$ cat src/rtl/bch_syndrome_collect_if.sv
// rtl/bch_syndrome_collect_if.sv - handshake bundle between syndrome counters, collector and BM stage
//
// Purpose: groups the parallel syndrome input, the per-beat syndrome stream
// and the overflow flag of bch_syndrome_collect.
// Parameters: pT (correction capability, 2*pT syndromes), pM (GF(2^m) width).
// Signals:
//   isyndrome_val  one-cycle pulse, isyndrome valid
//   isyndrome      2*pT*pM bits, S1 in [pM-1:0], S_j in [j*pM-1 -: pM]
//   irdy           downstream ready
//   oval           osyndrome valid
//   osop / oeop    first / last beat of a frame
//   osyndrome      current syndrome
//   ozero          frame is all-zero
//   ooverflow      one-cycle pulse, incoming frame dropped
// Modports: slave = collector side, master = upstream/downstream environment.

interface bch_syndrome_collect_if #(
   parameter int pT = 8,
   parameter int pM = 13
);
   logic                  isyndrome_val;
   logic [2*pT*pM-1:0]    isyndrome;
   logic                  irdy;
   logic                  oval;
   logic                  osop;
   logic                  oeop;
   logic [pM-1:0]         osyndrome;
   logic                  ozero;
   logic                  ooverflow;

   modport slave (
      input  isyndrome_val, isyndrome, irdy,
      output oval, osop, oeop, osyndrome, ozero, ooverflow
   );

   modport master (
      output isyndrome_val, isyndrome, irdy,
      input  oval, osop, oeop, osyndrome, ozero, ooverflow
   );
endinterface

$ cat src/rtl/bch_syndrome_collect.sv
// rtl/bch_syndrome_collect.sv - two-slot syndrome buffer streaming one syndrome per beat to the BM stage
//
// Purpose: captures all 2*pT syndromes of a codeword in one cycle, holds up
// to two frames (ping-pong) and serialises them as a valid/ready stream with
// sop/eop framing and an all-zero flag. A third frame arriving while both
// slots are occupied and none is freed that cycle is dropped (ooverflow).
// Ports:
//   iclk      clock
//   ireset_n  asynchronous active-low reset
//   bus       bch_syndrome_collect_if.slave (see interface for signals)
// Optional feature macro: BCH_SYNDROME_COLLECT_ZERO_SKIP_EN
//   defined   - an all-zero frame is emitted as a single sop+eop beat
//   undefined - every frame is emitted as the full 2*pT beats
// All outputs are registered; irdy only feeds next-state logic.

module bch_syndrome_collect #(
   parameter int pT = 8,
   parameter int pM = 13
) (
   input  logic                         iclk,
   input  logic                         ireset_n,
   bch_syndrome_collect_if.slave        bus
);

   localparam int NB = 2 * pT;
   localparam int W  = NB * pM;
   localparam int IW = (NB > 1) ? $clog2(NB) : 1;
   localparam logic [IW-1:0] LAST = IW'(NB - 1);

   typedef enum logic {IDLE, STREAM} state_t;

   state_t             state, state_nxt;
   logic [IW-1:0]      idx, idx_nxt;
   logic [1:0]         count, count_nxt;
   logic               wptr, wptr_nxt;
   logic               rptr, rptr_nxt;
   logic [1:0][W-1:0]  slot_data, data_nxt;
   logic [1:0]         slot_zero, zero_nxt;

   logic               oval_q, osop_q, oeop_q, ozero_q, ooverflow_q;
   logic [pM-1:0]      osyndrome_q;
   logic               oval_nxt, osop_nxt, oeop_nxt, ozero_nxt, ooverflow_nxt;
   logic [pM-1:0]      osyndrome_nxt;

   logic               fire, last, free, wr;
   logic [W-1:0]       cur;

   always_comb begin
      state_nxt     = state;
      idx_nxt       = idx;
      wptr_nxt      = wptr;
      rptr_nxt      = rptr;
      data_nxt      = slot_data;
      zero_nxt      = slot_zero;
      oval_nxt      = 1'b0;
      osop_nxt      = 1'b0;
      oeop_nxt      = 1'b0;
      ozero_nxt     = 1'b0;
      osyndrome_nxt = '0;
      cur           = '0;

      // oval_q is high exactly while the FSM is in STREAM
      fire = oval_q & bus.irdy;
`ifdef BCH_SYNDROME_COLLECT_ZERO_SKIP_EN
      last = (idx == LAST) | slot_zero[rptr];
`else
      last = (idx == LAST);
`endif
      free = fire & last;

      // a full buffer still accepts when its read slot is released this cycle;
      // in that case wptr == rptr, so the new frame reuses the freed slot
      wr            = bus.isyndrome_val & ((count != 2'd2) | free);
      ooverflow_nxt = bus.isyndrome_val & ~wr;

      if (wr) begin
         data_nxt[wptr] = bus.isyndrome;
         zero_nxt[wptr] = ~|bus.isyndrome;
         wptr_nxt       = ~wptr;
      end
      if (free) begin
         rptr_nxt = ~rptr;
      end
      count_nxt = count + 2'(wr) - 2'(free);

      case (state)
         IDLE: begin
            idx_nxt = '0;
            if (count_nxt != 2'd0) begin
               state_nxt = STREAM;
            end
         end
         STREAM: begin
            if (free) begin
               idx_nxt   = '0;
               state_nxt = (count_nxt != 2'd0) ? STREAM : IDLE;
            end else if (fire) begin
               idx_nxt = idx + 1'b1;
            end
         end
         default: begin
            state_nxt = IDLE;
            idx_nxt   = '0;
         end
      endcase

      // outputs are computed from next-state values so a frame written into
      // an empty buffer is already presented on the following cycle
      if (state_nxt == STREAM) begin
         cur           = data_nxt[rptr_nxt];
         oval_nxt      = 1'b1;
         osyndrome_nxt = cur[idx_nxt * pM +: pM];
         osop_nxt      = (idx_nxt == '0);
         ozero_nxt     = zero_nxt[rptr_nxt];
`ifdef BCH_SYNDROME_COLLECT_ZERO_SKIP_EN
         oeop_nxt      = (idx_nxt == LAST) | zero_nxt[rptr_nxt];
`else
         oeop_nxt      = (idx_nxt == LAST);
`endif
      end
   end

   always_ff @(posedge iclk or negedge ireset_n) begin
      if (!ireset_n) begin
         state       <= IDLE;
         idx         <= '0;
         count       <= '0;
         wptr        <= 1'b0;
         rptr        <= 1'b0;
         slot_data   <= '0;
         slot_zero   <= '0;
         oval_q      <= 1'b0;
         osop_q      <= 1'b0;
         oeop_q      <= 1'b0;
         ozero_q     <= 1'b0;
         ooverflow_q <= 1'b0;
         osyndrome_q <= '0;
      end else begin
         state       <= state_nxt;
         idx         <= idx_nxt;
         count       <= count_nxt;
         wptr        <= wptr_nxt;
         rptr        <= rptr_nxt;
         slot_data   <= data_nxt;
         slot_zero   <= zero_nxt;
         oval_q      <= oval_nxt;
         osop_q      <= osop_nxt;
         oeop_q      <= oeop_nxt;
         ozero_q     <= ozero_nxt;
         ooverflow_q <= ooverflow_nxt;
         osyndrome_q <= osyndrome_nxt;
      end
   end

   assign bus.oval      = oval_q;
   assign bus.osop      = osop_q;
   assign bus.oeop      = oeop_q;
   assign bus.ozero     = ozero_q;
   assign bus.ooverflow = ooverflow_q;
   assign bus.osyndrome = osyndrome_q;

endmodule

$ cat src/flat_wrapper.sv
// flat-port wrapper written by rule: the top's interface ports become plain ports
module bch_syndrome_collect_flat 
#(
   parameter int pT = 8,
   parameter int pM = 13
)
  (iclk, ireset_n, bus_isyndrome_val, bus_isyndrome, bus_irdy, bus_oval, bus_osop, bus_oeop, bus_osyndrome, bus_ozero, bus_ooverflow);
  bch_syndrome_collect_if #(.pT(pT), .pM(pM)) bus_i ();
  input  logic iclk;
  input  logic ireset_n;
  input wire logic [$bits(bus_i.isyndrome_val)-1:0] bus_isyndrome_val;
  input wire logic [$bits(bus_i.isyndrome)-1:0] bus_isyndrome;
  input wire logic [$bits(bus_i.irdy)-1:0] bus_irdy;
  output wire logic [$bits(bus_i.oval)-1:0] bus_oval;
  output wire logic [$bits(bus_i.osop)-1:0] bus_osop;
  output wire logic [$bits(bus_i.oeop)-1:0] bus_oeop;
  output wire logic [$bits(bus_i.osyndrome)-1:0] bus_osyndrome;
  output wire logic [$bits(bus_i.ozero)-1:0] bus_ozero;
  output wire logic [$bits(bus_i.ooverflow)-1:0] bus_ooverflow;
  assign bus_i.isyndrome_val = bus_isyndrome_val;
  assign bus_i.isyndrome = bus_isyndrome;
  assign bus_i.irdy = bus_irdy;
  assign bus_oval = bus_i.oval;
  assign bus_osop = bus_i.osop;
  assign bus_oeop = bus_i.oeop;
  assign bus_osyndrome = bus_i.osyndrome;
  assign bus_ozero = bus_i.ozero;
  assign bus_ooverflow = bus_i.ooverflow;
  bch_syndrome_collect #(.pT(pT), .pM(pM)) u_core (.iclk(iclk), .ireset_n(ireset_n), .bus(bus_i));
endmodule
$ cat config.mk
export PLATFORM = sky130hd
export DESIGN_NAME = bch_syndrome_collect_flat
export DESIGN_NICKNAME = d
export VERILOG_FILES = /design/src/rtl/bch_syndrome_collect_if.sv /design/src/rtl/bch_syndrome_collect.sv /design/src/flat_wrapper.sv
export SDC_FILE = /design/constraint.sdc
export NUM_CORES = 1
export LEC_CHECK = 0
export ABC_AREA = 0
export CAP_MARGIN = 25
export CORE_MARGIN = 5
export CORE_UTILIZATION = 35
export DETAILED_ROUTE_END_ITERATION = 10
export GPL_TIMING_DRIVEN = 0
export SYNTH_ARGS = -nofsm -noshare
export SYNTH_HDL_FRONTEND = slang
export SYNTH_SLANG_ARGS = --single-unit
$ cat constraint.sdc
create_clock -name iclk -period 3.2 [get_ports iclk]
set_clock_uncertainty 0.2 [all_clocks]
set_input_delay 0.64 -clock iclk [delete_from_list [all_inputs] [get_ports iclk]]
set_output_delay 0.64 -clock iclk [all_outputs]
set_load 0.02 [all_outputs]
==> out/qor.tcl, run 1 <==
set qor(drcViolationCount) 0
set qor(synth_cell_area_um2) 21900
set qor(postLayoutSetupSlackWorst_ns) -0.296
set qor(timing.max_slew.rel_slack_pct) 37.1
set qor(grt_setup_unrepaired) {true}
set qor(grt_pass1_vias) 20600
set qor(power.share.clock_pct) 18.0
set qor(reg2reg_setup_slack_ns) -0.30
set qor(fin_total_pwr_mw) 34.6
set qor(report.final.setup_viol) 13
set qor(flops_latches_synth) 444
set qor(setup.worst_path.class) {flip-flop to flip-flop}
set qor(clk_path_buf_depth) 3
set qor(syn_avg_cell_area_um2) 9.04
set qor(vias) 21100
set qor(i_o_pins) 230
set qor(max_freq_ghz) 0.286
set qor(synth_most_common_cell) {nand2_1}
set qor(synth.top_cells.by_count) {782 x nand2_1, 444 x dfrtp_1, 150 x nor2_1}
set qor(reg2reg_to) {u_core.bus.osyndrome[6]}
set qor(ir_drop_mv) 0.523
set qor(finalMaxSlewViolations) 0
set qor(floorplan.die.width_um) 260
set qor(rows) 91
set qor(worst_pin_slew_ns) 0.944
set qor(dominantRegCellSynth) {dfrtp_1}
set qor(drt_pass_1_iters) 5
set qor(detailedRoute.firstIterationViolations) 2421
set qor(path_clk_slew_ns) 0.06
set qor(cp_max_fo) 11
set qor(place.detailed.hpwl_um) 71200
set qor(nFillCells) 5720
set qor(async_set_or_reset_flop_fraction_in_the_synthesized_netlist_pct) 100
set qor(via_density_per_instance) 5.75
set qor(failing_checks) {negative setup slack}
set qor(outcome) {finished with violations}
set qor(syn-num-nets) 2633
set qor(worstPathRequired_ns) 3.37
set qor(clock_sinks) 444
set qor(syn-instance-count) 2419
set qor(hold_viol_final) 0
set qor(post_synth_main_area_contributors) {dfrtp_1 51%, nand2_1 13%, mux2_2 5.0%}
set qor(drive_above_1_share_pct) 19.9
set qor(p_int_mw) 19.4
set qor(tightest_hold_check_type) {flip-flop to flip-flop}
set qor(critical_path_arrival_ns) 3.67
set qor(place_ws_ns) -2.46
set qor(synth.top_cell.area_share_pct) 50.8
set qor(timing.max_cap.violations) 0
set qor(finish.instance_area_um2) 29800
set qor(cp-end-kind) {flip-flop}
set qor(holdCritStartpoint) {u_core.slot_data[308]}
set qor(cts-root-buf) {clkbuf_16}
set qor(design.core.area_um2) 61800
set qor(nets) 2998
set qor(dpl-instance-area_um2) 25400
set qor(chip_height_um) 260
set qor(cts_tree) {built}
set qor(switching_power_mw) 15.2
set qor(grt_first_pass_wirelength_um) 139000
set qor(final_gp_congestion) 0.985
set qor(initial_core_util_pct) 35.4
set qor(worst_skew_pair.late_latency_ns) 0.61
set qor(finalWirelength_um) 97300
set qor(die_area_um2) 67600
set qor(p_sw_share_pct) 43.9
set qor(p_seq_share_pct) 27.8
set qor(timing.rr.start) {u_core.idx[1]}
set qor(area.growth.synth_to_final_pct) 36.2
set qor(ys_types) 72
set qor(grt_max_degree) 121
set qor(cts_made_buffers) 49
set qor(crit_path_start_kind) {flip-flop}
set qor(synth-edff-count) 0
set qor(min_to) {u_core.slot_data[308]}
set qor(power.share.combinational_pct) 54.2
set qor(global_route.overflow_total) 0
set qor(layout_worst_path_cycle_share_pct) 109
set qor(cts-htree-levels) 2
set qor(final.min_clock_period_ns) 3.50
set qor(r2r_cell_count) 14
set qor(total_leakage_power_nw) 13.6
set qor(drt-wirelength-per-cell_um) 26.6
set qor(p_per_area_nw_per_um2) 1160
set qor(grt_util_all_layers_pct) 27.5
set qor(grt_antenna_before_repair) 0
set qor(synth_top_cell_by_area) {dfrtp_1}
set qor(synth.yosys.seq_area_share_pct) 50.8
set qor(detail-route-antenna-nets) 0
set qor(placement.io_buffers) 228
set qor(min_path_cells) 2
set qor(yosys_warnings) 0
[cell usage in the layout (no fill, tap or decap), drive strengths merged, types with 8 or more instances in the layout]
| master | instances |
|---|---|
| a21oi | 13 |
| o311ai | 10 |
| bufinv | 8 |
| nor3 | 27 |
| nand4 | 30 |
| nor2b | 12 |
| dfrtp | 444 |
| o21ai | 81 |
| o41ai | 8 |
| o221ai | 18 |
| nand3 | 18 |
| mux2i | 63 |
| o32ai | 21 |
| nor3b | 12 |
| a32oi | 17 |
| a221oi | 14 |
| clkdlybuf4s50 | 224 |
| mux2 | 101 |
| a21boi | 18 |
| clkbuf | 162 |
| o22ai | 106 |
| nand2b | 19 |
| a221o | 10 |
| and3 | 8 |
| inv | 73 |
| nand2 | 782 |
| nor2 | 152 |
| buf | 161 |
| clkinv | 12 |
| o211ai | 12 |
| or4 | 16 |
| nor4 | 73 |
| and2 | 13 |
| o211a | 11 |
[registers in the layout (all words and copies together), names as in the netlist]
signal and count:
u_core.slot_zero 2, u_core.wptr 1, u_core.count 2, u_core.slot_data 416, u_core.bus.oeop 1, u_core.idx 4
u_core.bus.osyndrome 13, u_core.bus.ozero 1, u_core.bus.osop 1, u_core.bus.oval 1, u_core.rptr 1, u_core.bus.ooverflow 1
[through the flow]
stage                     setup TNS (ns)  utilization [%]  instances  hold WS, ns
final                              -2.45             48.2       3664        0.267
after global routing               -2.39             48.2       3661        0.284
after CTS                          -2.19             46.6       3630        0.268
after detailed placement         -426.96             41.0       3494        0.253
after global placement          -8614.49             40.8       3484        0.244
after floorplan                        0                -       2419        0.144
[power by group through the flow]
stage / combinational, mW / clock, mW / sequential (mW)
3_5_place_dp: 14.7 / 0 / 9.59
6_report: 18.8 / 6.24 / 9.63
3_3_place_gp: 14.4 / 0 / 9.55
5_1_grt: 19.6 / 6.51 / 9.85
2_1_floorplan: 8.77 / 0 / 9.35
4_1_cts: 16.9 / 6.29 / 9.52
[per-layer routing]
| layer | global-route usage [%] | vias to the layer above | part of all wire (%) |
|---|---|---|---|
| li1 | - | 9153 | - |
| met1 | 37.5 | 10600 | 41 |
| met2 | 43.7 | 1170 | 46 |
| met3 | 5.35 | 195 | 9.0 |
| met4 | 9.97 | 0 | 4.3 |
| met5 | 0 | - | 0 |
[worst max path at each step]
stage	startpoint	end	slack [ns]	cells after the start
floorplan	bus_irdy	u_core.bus.osyndrome[0]	0.008	11
detailed placement	bus_irdy	u_core.bus.osyndrome[9]	-2.46	12
finish	u_core.idx[1]	u_core.bus.osyndrome[6]	-0.30	14
CTS	u_core.idx[1]	u_core.bus.osyndrome[1]	-0.29	11
global route	u_core.idx[1]	u_core.bus.osyndrome[12]	-0.32	12
global placement	ireset_n	u_core.slot_data[157]	-18.49	1
[cells by family after synthesis]
group | share of synthesized area [%]
adders and majority gates | 0.114
AOI/OAI and AO/OA | 12.9
and+or+nand+nor | 23.0
DFF | 50.8
buffers and inverters | 4.68
muxes | 8.32
xor gates and xnor gates | 0.235
[cell type report]
| class | instances | area (µm²) | area share, % |
|---|---|---|---|
| plain buffers | 163 | 1330 | 4.46 |
| flip-flops and latches | 444 | 11100 | 37.3 |
| clock inverters | 20 | 330 | 1.11 |
| well taps | 837 | 1050 | 3.51 |
| diodes | 3 | 7.51 | 0.0252 |
| multi-input cells | 1734 | 11000 | 37.1 |
| inverters | 75 | 292 | 0.978 |
| repair buffers | 317 | 3200 | 10.7 |
| clock buffers | 71 | 1440 | 4.83 |
[what timing repair did]
action,CTS,global route
hold buffers,1,0
resized for setup,324,207
pin swaps,46,68
setup buffers,43,33
setup endpoints to repair,312,156
gates cloned,2,4
hold endpoints to repair,110,0
[worst max-delay path, cell delays in order (launching register included)]
cell and delay, ns:
dfrtp_1 0.40, ha_4 0.16, buf_6 0.12, nand4_4 0.17, buf_6 0.18, o221ai_4 0.20
nand4_1 0.28, buf_6 0.23, buf_12 0.16, clkbuf_16 0.18, o21ai_2 0.12, nor2_2 0.09
o311ai_2 0.34, buf_4 0.21, nand4_1 0.19
No activity file was read; power rests on OpenSTA's default activity.
==> inputs of run 2 (changes only) <==
- CORE_MARGIN: 5 -> unset
==> out/qor.tcl, run 2 (synthesis gave the netlist of run 1 again) <==
set qor(worstPathRequired_ns) 3.39 ;# +0.02 ns
set qor(tightest_hold_check_type) {flip-flop to flip-flop}
set qor(grt_antenna_before_repair) 1 ;# +1
set qor(clock_sinks) 444 ;# unchanged
set qor(registers.top_by_ff_count) {u_core.slot_data}
set qor(cpPeakStageDelay_ns) 0.55 ;# +0.15 ns
set qor(setup.worst_path.class) {flip-flop to flip-flop}
set qor(final.min_clock_period_ns) 3.49 ;# -0.00845 ns
set qor(path_common_cell) {buf_12}
set qor(placement.io_buffers) 228 ;# unchanged
set qor(grt_pass1_vias) 20400 ;# -1.1%
set qor(grt_setup_unrepaired) {true}
set qor(max_freq_ghz) 0.287 ;# +0.24%
set qor(global_route.overflow_total) 0 ;# unchanged
set qor(detail-route-antenna-nets) 0 ;# unchanged
set qor(i_o_pins) 230 ;# unchanged
set qor(final_gp_congestion) 0.967 ;# -1.8%
set qor(worst_pin_slew_ns) 0.893 ;# -0.0510 ns
set qor(nets) 2983 ;# -0.50%
set qor(design.core.area_um2) 61700 ;# -0.18%
set qor(drive_above_1_share_pct) 19.4 ;# -0.50 points
set qor(cts-root-buf) {clkbuf_16}
set qor(place.detailed.hpwl_um) 70000 ;# -1.7%
set qor(outcome) {finished with violations}
set qor(total_leakage_power_nw) 13.4 ;# -0.91%
set qor(finalWirelength_um) 95100 ;# -2.3%
set qor(timing.max_slew.rel_slack_pct) 40.5 ;# +3.4 points
set qor(postLayoutSetupSlackWorst_ns) -0.287 ;# +0.00845 ns
set qor(drcViolationCount) 0 ;# unchanged
set qor(drt_pass_1_iters) 5 ;# unchanged
set qor(r2r_cell_count) 12 ;# -2
set qor(reg2reg_setup_slack_ns) -0.29 ;# about the same
set qor(place_ws_ns) -2.48 ;# -0.0261 ns
set qor(cp-end-kind) {flip-flop}
set qor(report.final.setup_viol) 13 ;# unchanged
set qor(timing.max_cap.violations) 0 ;# unchanged
set qor(clk_path_buf_depth) 3 ;# unchanged
set qor(worst_skew_pair.late_latency_ns) 0.61 ;# about the same
set qor(worst-path-stages) 12 ;# -2
set qor(dpl-instance-area_um2) 25400 ;# unchanged
set qor(grt_max_degree) 126 ;# +4.1%
set qor(mostFrequentLayoutCells) {781 x nand2_1, 441 x dfrtp_1, 224 x clkdlybuf4s50_1}
set qor(grt_first_pass_wirelength_um) 138000 ;# -0.67%
set qor(area.growth.synth_to_final_pct) 34.5
set qor(initial_core_util_pct) 35.4 ;# +0.065 points
set qor(cp.buffers_inverters) 4 ;# -2
set qor(critical_path_arrival_ns) 3.68 ;# about the same
set qor(final_common_cell) {nand2_1}
set qor(cpMaxStageDelayCell) {o41ai_4}
set qor(die_area_um2) 63500 ;# -6.1%
set qor(fin_worst_hold_slack_ns) 0.261 ;# -0.00584 ns
set qor(rows) 91 ;# unchanged
set qor(drt-wirelength-per-cell_um) 26.1 ;# -1.7%
set qor(vias) 20700 ;# -1.7%
set qor(tns_ns) -2.32 ;# +0.133 ns
set qor(cpLargestDelayFamily) {compound AO/OA/AOI/OAI gates}
set qor(crit_chain) {ha_4 -> nand4_4 -> buf_12 -> o22ai_4 -> buf_6 -> buf_12 -> buf_12 -> mux2_4 -> nor2b_1 -> a221o_1 -> o41ai_4 -> nand4_1}
set qor(reg2reg_to) {u_core.bus.osyndrome[1]}
set qor(hold_viol_final) 0 ;# unchanged
set qor(via_density_per_instance) 5.69 ;# -1.1%
set qor(place_inst) 3496 ;# +0.057%
set qor(nFillCells) 5773 ;# +0.93%
set qor(cts-htree-levels) 2 ;# unchanged
set qor(grt_util_all_layers_pct) 29.6 ;# +2.1 points
set qor(failing_checks) {negative setup slack}
set qor(cts_tree) {built}
set qor(cts_made_buffers) 49 ;# unchanged
set qor(timing.rr.start) {u_core.idx[1]}
set qor(cp_max_fo) 5 ;# -6
set qor(floorplan.die.width_um) 252 ;# -3.1%
set qor(critPathLaunch) {u_core.idx[1]}
set qor(detailedRoute.firstIterationViolations) 2183 ;# -9.8%
set qor(critPathCapture) {u_core.bus.osyndrome[1]}
set qor(largest_reg_flops) 416 ;# unchanged
set qor(p_per_area_nw_per_um2) 1150 ;# -1.1%
set qor(path_clk_slew_ns) 0.06 ;# about the same
set qor(chip_height_um) 252 ;# -3.1%
set qor(final_cells) 3642 ;# -0.60%
set qor(utilization_pct) 47.7 ;# -0.52 points
set qor(finish.instance_area_um2) 29400 ;# -1.3%
set qor(fin_total_pwr_mw) 33.8 ;# -2.3%
set qor(crit_path_start_kind) {flip-flop}
set qor(finalMaxSlewViolations) 0 ;# unchanged
set qor(layout_worst_path_cycle_share_pct) 109 ;# -0.26 points
set qor(ir_drop_mv) 0.512 ;# -2.0%
## run 2: cell count changes in the layout (fill, tap and decap cells not counted), moves of 4 or more
cell and delta:
o21ai_0 +5, buf_12 -7, mux2_2 -9, a32oi_2 -4, mux2_4 +8, clkbuf_4 -4
a32oi_1 +4, nor2_1 +9, o311ai_2 +4, o311ai_4 -4, clkbuf_1 -8, nor2_2 -7
## run 2: worst min path at each step
stage / startpoint / endpoint / slack, ns / depth (start not counted)
global route: bus_isyndrome[119] / u_core.slot_data[327] / 0.27 / 3
detailed placement: u_core.slot_data[307] / u_core.slot_data[307] / 0.25 / 2
CTS: u_core.slot_data[308] / u_core.slot_data[308] / 0.26 / 2
finish: u_core.slot_data[307] / u_core.slot_data[307] / 0.26 / 2
floorplan: ireset_n / u_core.bus.oeop / 0.14 / 0
global placement: u_core.slot_data[307] / u_core.slot_data[307] / 0.24 / 2
## run 2: report_power, final
group          leakage (nW)  internal, mW  switching [mW]
clock network         0.870          3.73            2.47
logic                  7.14          6.88            11.1
registers              5.43          8.35            1.27
total                  13.4          19.0            14.9
## run 2: repair_timing
item / in CTS / in global routing
pin swaps: 39 / 61
cloned: 2 / 1
gates resized for setup: 303 / 195
hold buffers: 1 / 0
hold endpoints to repair: 86 / 0
buffers inserted: 41 / 20
setup endpoints to repair: 306 / 129
## run 2: layout make-up
class                      count  area [µm²]  share of cell area [%]
clock inverter                19         303                    1.03
buffer                       164        1210                    4.13
timing repair buffer         302        3050                    10.4
sequential                   444       11100                    37.8
antenna                        1        2.50                 0.00850
inverter                      75         295                    1.00
tap                          837        1050                    3.56
clock buffer                  67        1450                    4.94
multi-input combinational   1733       10900                    37.2
## run 2: worst register-to-register path, cell delays in order (launching register included)
cell and delay, ns:
dfrtp_1 0.41, ha_4 0.20, nand4_4 0.14, buf_12 0.19
o22ai_4 0.14, buf_6 0.16, buf_12 0.11, buf_12 0.11
mux2_4 0.30, nor2b_1 0.13, a221o_1 0.32, o41ai_4 0.55
nand4_1 0.31
## run 2: routing by layer
layer	track usage (%)	vias to the layer above	routed length, µm
li1	-	9109	-
met1	40.0	10300	39500
met2	46.2	1048	42600
met3	5.62	212	8030
met4	12.4	2	4910
met5	0	-	34
==> inputs of run 3 (changes only) <==
- ABC_AREA: 0 -> unset
==> results of run 3 <==
Final layout, timing and power as in run 2 (identical DEF).
==> edit 1 (settings of run 2) <==
Build with the macro `BCH_SYNDROME_COLLECT_ZERO_SKIP_EN` defined.
--- a/src/rtl/bch_syndrome_collect.sv
+++ b/src/rtl/bch_syndrome_collect.sv
@@ -12,6 +12,8 @@
 //   defined   - an all-zero frame is emitted as a single sop+eop beat
 //   undefined - every frame is emitted as the full 2*pT beats
 // All outputs are registered; irdy only feeds next-state logic.
+
+`define BCH_SYNDROME_COLLECT_ZERO_SKIP_EN
 
 module bch_syndrome_collect #(
    parameter int pT = 8,
Function: changed (a bounded check fails within 4 cycles, from zero or initial values and one cycle with ireset_n low).
==> edit 1 against run 2 <==
  * Wire length increased by 11%
  * Critical path type unchanged
  * Total power down 2.0%
  * Via count rose by 0.29%
  * Critical path depth down 1
  * Setup slack better by 160 ps
  * Largest power group unchanged
  * Maximum frequency increased by 4.8%
  * Global-route usage increased by 3.0 points
  * Sequential cell count did not move
  * First-iteration DRC count increased by 17%
  * Synthesized area about the same
  * Non-clock buffer count rose by 2
  * Final area is 0.59% higher
  * Cell count decreased by 9.0%
  * Highest routed layer is now met4
  * Sequential power is 2.6% lower
  * The flow still finishes with violations (negative setup slack)
==> edit 1: results (changes against run 2) <==
Parameter                              Value

Drt
  Number of vias after detailed routing ... 20800 (+0.29%)
  Highest metal used ... met4
  Sum of met3 wire segment lengths after detailed routing ... 10.5 mm (+31%)
  M1 WL ... 42.1 mm (+6.5%)
  Number of vias per cell after detailed routing ... 6.27 (+10%)
  Routed wire length per instance ... 31.8 um (+22%)
  Iteration-0 DRC count of the detailed router ... 2555 (+17%)

Power
  PnR Total Power ... 33.1 mW (-2.0%)
  Peak supply drop ... 0.499 mV (-2.6%)
  Switching part of the total ... 0.428 (-0.0115)

STA
  Headroom to the max-slew limit ... 0.415 (+0.0106)
  Total of endpoints with negative setup slack in the final report ... 18 (+5)
  Least setup slack across all paths after layout ... -126 ps (+161 ps)

Worst setup path
  Kind of cell adding the most delay to the critical path ... buffers and inverters
  Largest incremental delay on the critical path ... 490 ps (-60 ps)

Global route
  Global-route met1 utilization ... 0.431 (+0.0309)
  Largest net degree at the start of global routing ... 116 (-7.9%)
  Met3 track demand over resource in global routing ... 0.0720 (+0.0158)
  Tot GR Track Use ... 0.326 (+0.0303)

Place
  Placed standard-cell area ... 25400 sq um (about the same)
  Total of buffers placed on input and output ports ... 229 (+0.44%)
  Number of placed instances, taps included ... 3166 (-9.4%)

Synth
  Post-synthesis cell count ... 2091 (-14%)
  Number of distinct library cells after synthesis ... 71 (-1.4%)
  Top cells by area in the synthesized netlist ... sky130_fd_sc_hd__dfrtp_1, sky130_fd_sc_hd__mux2_2, sky130_fd_sc_hd__nand2_1

Outcome
  Run status ... finished, violations left
  Violated checks ... negative setup slack

Clocking
  Cells resized by post-CTS repair ... 396 (+31%)
## edit 1: cell types whose count changed after synthesis, sizes merged, moves of 21 or more
cell	run 2	this run
a211oi	2	30
o22ai	106	0
o211ai	12	116
mux2i	63	24
o21ai	81	122
nor2	152	17
nor3	27	6
a21o	5	29
o32a	3	43
nand2	782	367
inv	73	44
nand3	18	106
mux2	101	196
## edit 1: metrics by stage
| stage | worst slack [ps] | utilization | hold WS, ps |
|---|---|---|---|
| after detailed placement | -2870 | 0.411 | 256 |
| final | -126 | 0.480 | 270 |
| after CTS | -6.30 | 0.470 | 269 |
| after global routing | -137 | 0.480 | 289 |
| after global placement | -18680 | 0.408 | 247 |
| after floorplan | 142 | - | 144 |
## edit 1: worst register-to-register path: stages, from the launching register on
cell	delay [ps]
sky130_fd_sc_hd__dfrtp_2	450
sky130_fd_sc_hd__mux2_4	360
sky130_fd_sc_hd__buf_4	170
sky130_fd_sc_hd__o21ai_4	200
sky130_fd_sc_hd__o211ai_1	120
sky130_fd_sc_hd__buf_4	190
sky130_fd_sc_hd__buf_4	160
sky130_fd_sc_hd__clkbuf_2	280
sky130_fd_sc_hd__o32a_1	280
sky130_fd_sc_hd__o211ai_1	200
sky130_fd_sc_hd__nor4bb_2	490
sky130_fd_sc_hd__nor4_4	100
## edit 1: kinds of logic (layout without fill, tap and decap cells)
logic type / Yosys count / count (layout) / synth area share
adders and majority gates: 2 / 2 / 0.00114
buffers and inverters: 217 / 602 / 0.0417
xor gates and xnor gates: 3 / 3 / 0.00120
other: 0 / 1 / 0
and+or+nand+nor: 657 / 657 / 0.142
AOI/OAI and AO/OA: 546 / 546 / 0.191
muxes: 222 / 222 / 0.115
DFF: 444 / 444 / 0.508
## edit 1: final timing paths
| path | depth (start not counted) | start | endpoint |
|---|---|---|---|
| max in group asynchronous | 4 | ireset_n | u_core.slot_data[2] |
| max reg2reg | 11 | u_core.rptr | u_core.bus.osyndrome[1] |
| min | 2 | u_core.slot_data[80] | u_core.slot_data[80] |
| min in group asynchronous | 2 | ireset_n | u_core.bus.ozero |
| min reg2reg | 2 | u_core.slot_data[80] | u_core.slot_data[80] |
| max | 11 | u_core.rptr | u_core.bus.osyndrome[1] |
## edit 1: layout make-up
| cell class | count | area (sq um) | area share |
|---|---|---|---|
| diodes | 1 | 2.50 | 0.0000845 |
| inverters | 45 | 174 | 0.00588 |
| well taps | 837 | 1050 | 0.0354 |
| clock inverters | 23 | 319 | 0.0108 |
| multi-input cells | 1430 | 11200 | 0.380 |
| repair buffers | 297 | 2930 | 0.0991 |
| clock buffers | 66 | 1410 | 0.0477 |
| plain buffers | 171 | 1350 | 0.0456 |
| flip-flops and latches | 444 | 11100 | 0.376 |
==> edit 2 (settings of run 2) <==
Made on the original files. `slot_data` no longer has a reset.
--- a/src/rtl/bch_syndrome_collect.sv
+++ b/src/rtl/bch_syndrome_collect.sv
@@ -127,7 +127,6 @@
          count       <= '0;
          wptr        <= 1'b0;
          rptr        <= 1'b0;
-         slot_data   <= '0;
          slot_zero   <= '0;
          oval_q      <= 1'b0;
          osop_q      <= 1'b0;
@@ -141,7 +140,6 @@
          count       <= count_nxt;
          wptr        <= wptr_nxt;
          rptr        <= rptr_nxt;
-         slot_data   <= data_nxt;
          slot_zero   <= zero_nxt;
          oval_q      <= oval_nxt;
          osop_q      <= osop_nxt;
@@ -150,6 +148,10 @@
          ooverflow_q <= ooverflow_nxt;
          osyndrome_q <= osyndrome_nxt;
       end
+   end
+
+   always_ff @(posedge iclk) begin
+      slot_data <= data_nxt;
    end
 
    assign bus.oval      = oval_q;
Function: same outputs for any inputs over 4 cycles, from zero or initial values and one cycle with ireset_n low; that may be too few to reach the edited logic, so the function may still have changed.
==> edit 2 against run 2 <==
  * Count of clock-buffer cells in the layout up 13
  * Total power down 2.0%
  * Final area decreased by 8.0%
  * The flow still finishes with violations (negative setup slack)
  * Synthesized area shrank 9.5%
  * Sequential share of layout area decreased by 4.4 points
  * Sequential cell count unchanged
  * Wire length shrank 5.7%
  * Setup slack better by 10 ps
  * First-iteration DRC count shrank 3.8%
  * Via count decreased by 2.4%
==> edit 2: results (changes against run 2) <==
Parameter                              Value

Outcome
  Run status ... finished, violations left
  Violated checks ... negative setup slack

Synth
  Number of distinct library cells after synthesis ... 73 (+1.4%)
  Asr flop ratio synth ... 0.0631 (-0.937)
  Top cells by area in the synthesized netlist ... sky130_fd_sc_hd__dfxtp_1, sky130_fd_sc_hd__nand2_1, sky130_fd_sc_hd__mux2_2
  Share of the yosys chip area belonging to registers ... 0.456 (-0.0518)
  Mean post-synth cell area ... 8.18 sq um (-9.5%)
  Top cells by instance count after synthesis ... sky130_fd_sc_hd__nand2_1, sky130_fd_sc_hd__dfxtp_1, sky130_fd_sc_hd__nor2_1, sky130_fd_sc_hd__o22ai_1, sky130_fd_sc_hd__clkbuf_1

Finish
  Layout Nets ... 2995 (+0.40%)
  Layout cells sized above 1 ... 0.185 (-0.00932)
  Flip-flop count of the largest register after layout ... 416 (unchanged)
  Post-route insts no fill ... 3570 (-2.0%)

Clocking
  Number of buffers inserted to repair setup after CTS ... 42 (+2.4%)
  Number of buffers created by CTS ... 50 (+2.0%)
  Cells resized by post-CTS repair ... 294 (-3.0%)
  CTS root buf ... sky130_fd_sc_hd__clkbuf_16

Place
  Post-Place Setup Slack ... -2270 ps (+216 ps)
  Number of placed instances, taps included ... 3402 (-2.7%)
  Routability Congestion ... 0.981 (+1.4%)
  Placed standard-cell area ... 23100 sq um (-9.1%)
  HPWL reported at the end of detailed placement ... 66.7 mm (-4.6%)

Power
  Part of the total power dissipated in the clock network ... 0.177 (-0.007)
  Combinational Power ... 17.6 mW (-2%)
  PnR Total Power ... 33.1 mW (-2.0%)
  Switching part of the total ... 0.435 (-0.00363)
  Leakage dissipation ... 11.7 nW (-13%)
  Peak supply drop ... 0.560 mV (+9.3%)

Global route
  Tot GR Track Use ... 0.305 (+0.00915)
  GR Layer Usage met2 ... 0.479 (+0.0174)
  Met3 track demand over resource in global routing ... 0.0470 (-0.00921)
  Global-route wire length before repair ... 128 mm (-7.6%)
  Largest net degree at the start of global routing ... 29 (-77%)
  Via count of the first global-routing pass ... 18900 (-7.6%)
  Global-route met1 utilization ... 0.404 (+0.00366)
  Antenna violations before repair ... 1 (unchanged)

Worst setup path
  Largest incremental delay on the critical path ... 470 ps (-80 ps)
  Maximum fanout along the worst path ... 7 (+2)
  Worst reg2reg path depth ... 10 (-2)
  Worst path arrival time ... 3650 ps (-30 ps)

STA
  Least setup slack across all paths after layout ... -277 ps (+10.5 ps)
  Worst-margin pin slew ... 906 ps (+13.1 ps)
  Total negative slack for setup checks ... -1470 ps (+846 ps)
  Worst hold margin ... 235 ps (-25.4 ps)
  Total of endpoints with negative setup slack in the final report ... 11 (-2)

Min path
  Tightest Hold Check Type ... flip-flop to flip-flop

Drt
  Routed wire length per instance ... 25.1 um (-3.8%)
  Number of vias per cell after detailed routing ... 5.66 (-0.47%)
  First-pass iteration count of the detailed router ... 5 (unchanged)
  Iteration-0 DRC count of the detailed router ... 2099 (-3.8%)
==> edit 2: changes by cell type after synthesis <==
cell	delta
sky130_fd_sc_hd__dfxtp_1	+416
sky130_fd_sc_hd__dfrtp_1	-416
==> edit 2: routing by layer <==
layer / part of all wire / routed length [um]
met1: 0.42 / 37300
met2: 0.45 / 40100
met3: 0.081 / 7250
met4: 0.056 / 5020
met5: 0 / 0
==> edit 2: layout make-up <==
type / count / area [sq um]
antenna: 1 / 2.50
clock inverter: 12 / 136
buffer: 164 / 1210
fill: 5277 / 28500
tap: 748 / 936
inverter: 75 / 298
sequential: 444 / 9030
timing repair buffer: 313 / 3020
clock buffer: 80 / 1520
multi-input combinational: 1733 / 10900
==> edit 2: tightest hold or removal path, cell delays in order (launching register included) <==
cell	delay, ps
sky130_fd_sc_hd__dfxtp_1	310
sky130_fd_sc_hd__nand2_1	50
sky130_fd_sc_hd__nand2_1	40
==> edit 2: final timing paths <==
kind                                       startpoint                        to
worst max-delay path                    u_core.idx[1]   u_core.bus.osyndrome[9]
worst max register to register          u_core.idx[1]   u_core.bus.osyndrome[9]
worst min-delay path            u_core.slot_data[386]     u_core.slot_data[386]
max in group asynchronous                    ireset_n             u_core.idx[0]
worst min register to register  u_core.slot_data[386]     u_core.slot_data[386]
min in group asynchronous                    ireset_n  u_core.bus.osyndrome[11]
==> edit 2: logic make-up (layout without fill, tap and decap cells) <==
group / count (synthesis) / after routing / share of synthesized area
AO/OA/AOI/OAI: 387 / 387 / 0.142
XOR/XNOR: 5 / 5 / 0.00259
adder cells (fa/ha/maj): 2 / 2 / 0.00126
buffers and inverters: 242 / 644 / 0.0517
flip-flops: 444 / 444 / 0.456
multiplexers: 166 / 166 / 0.0920
other: 0 / 1 / 0
AND/OR/NAND/NOR: 1173 / 1173 / 0.254
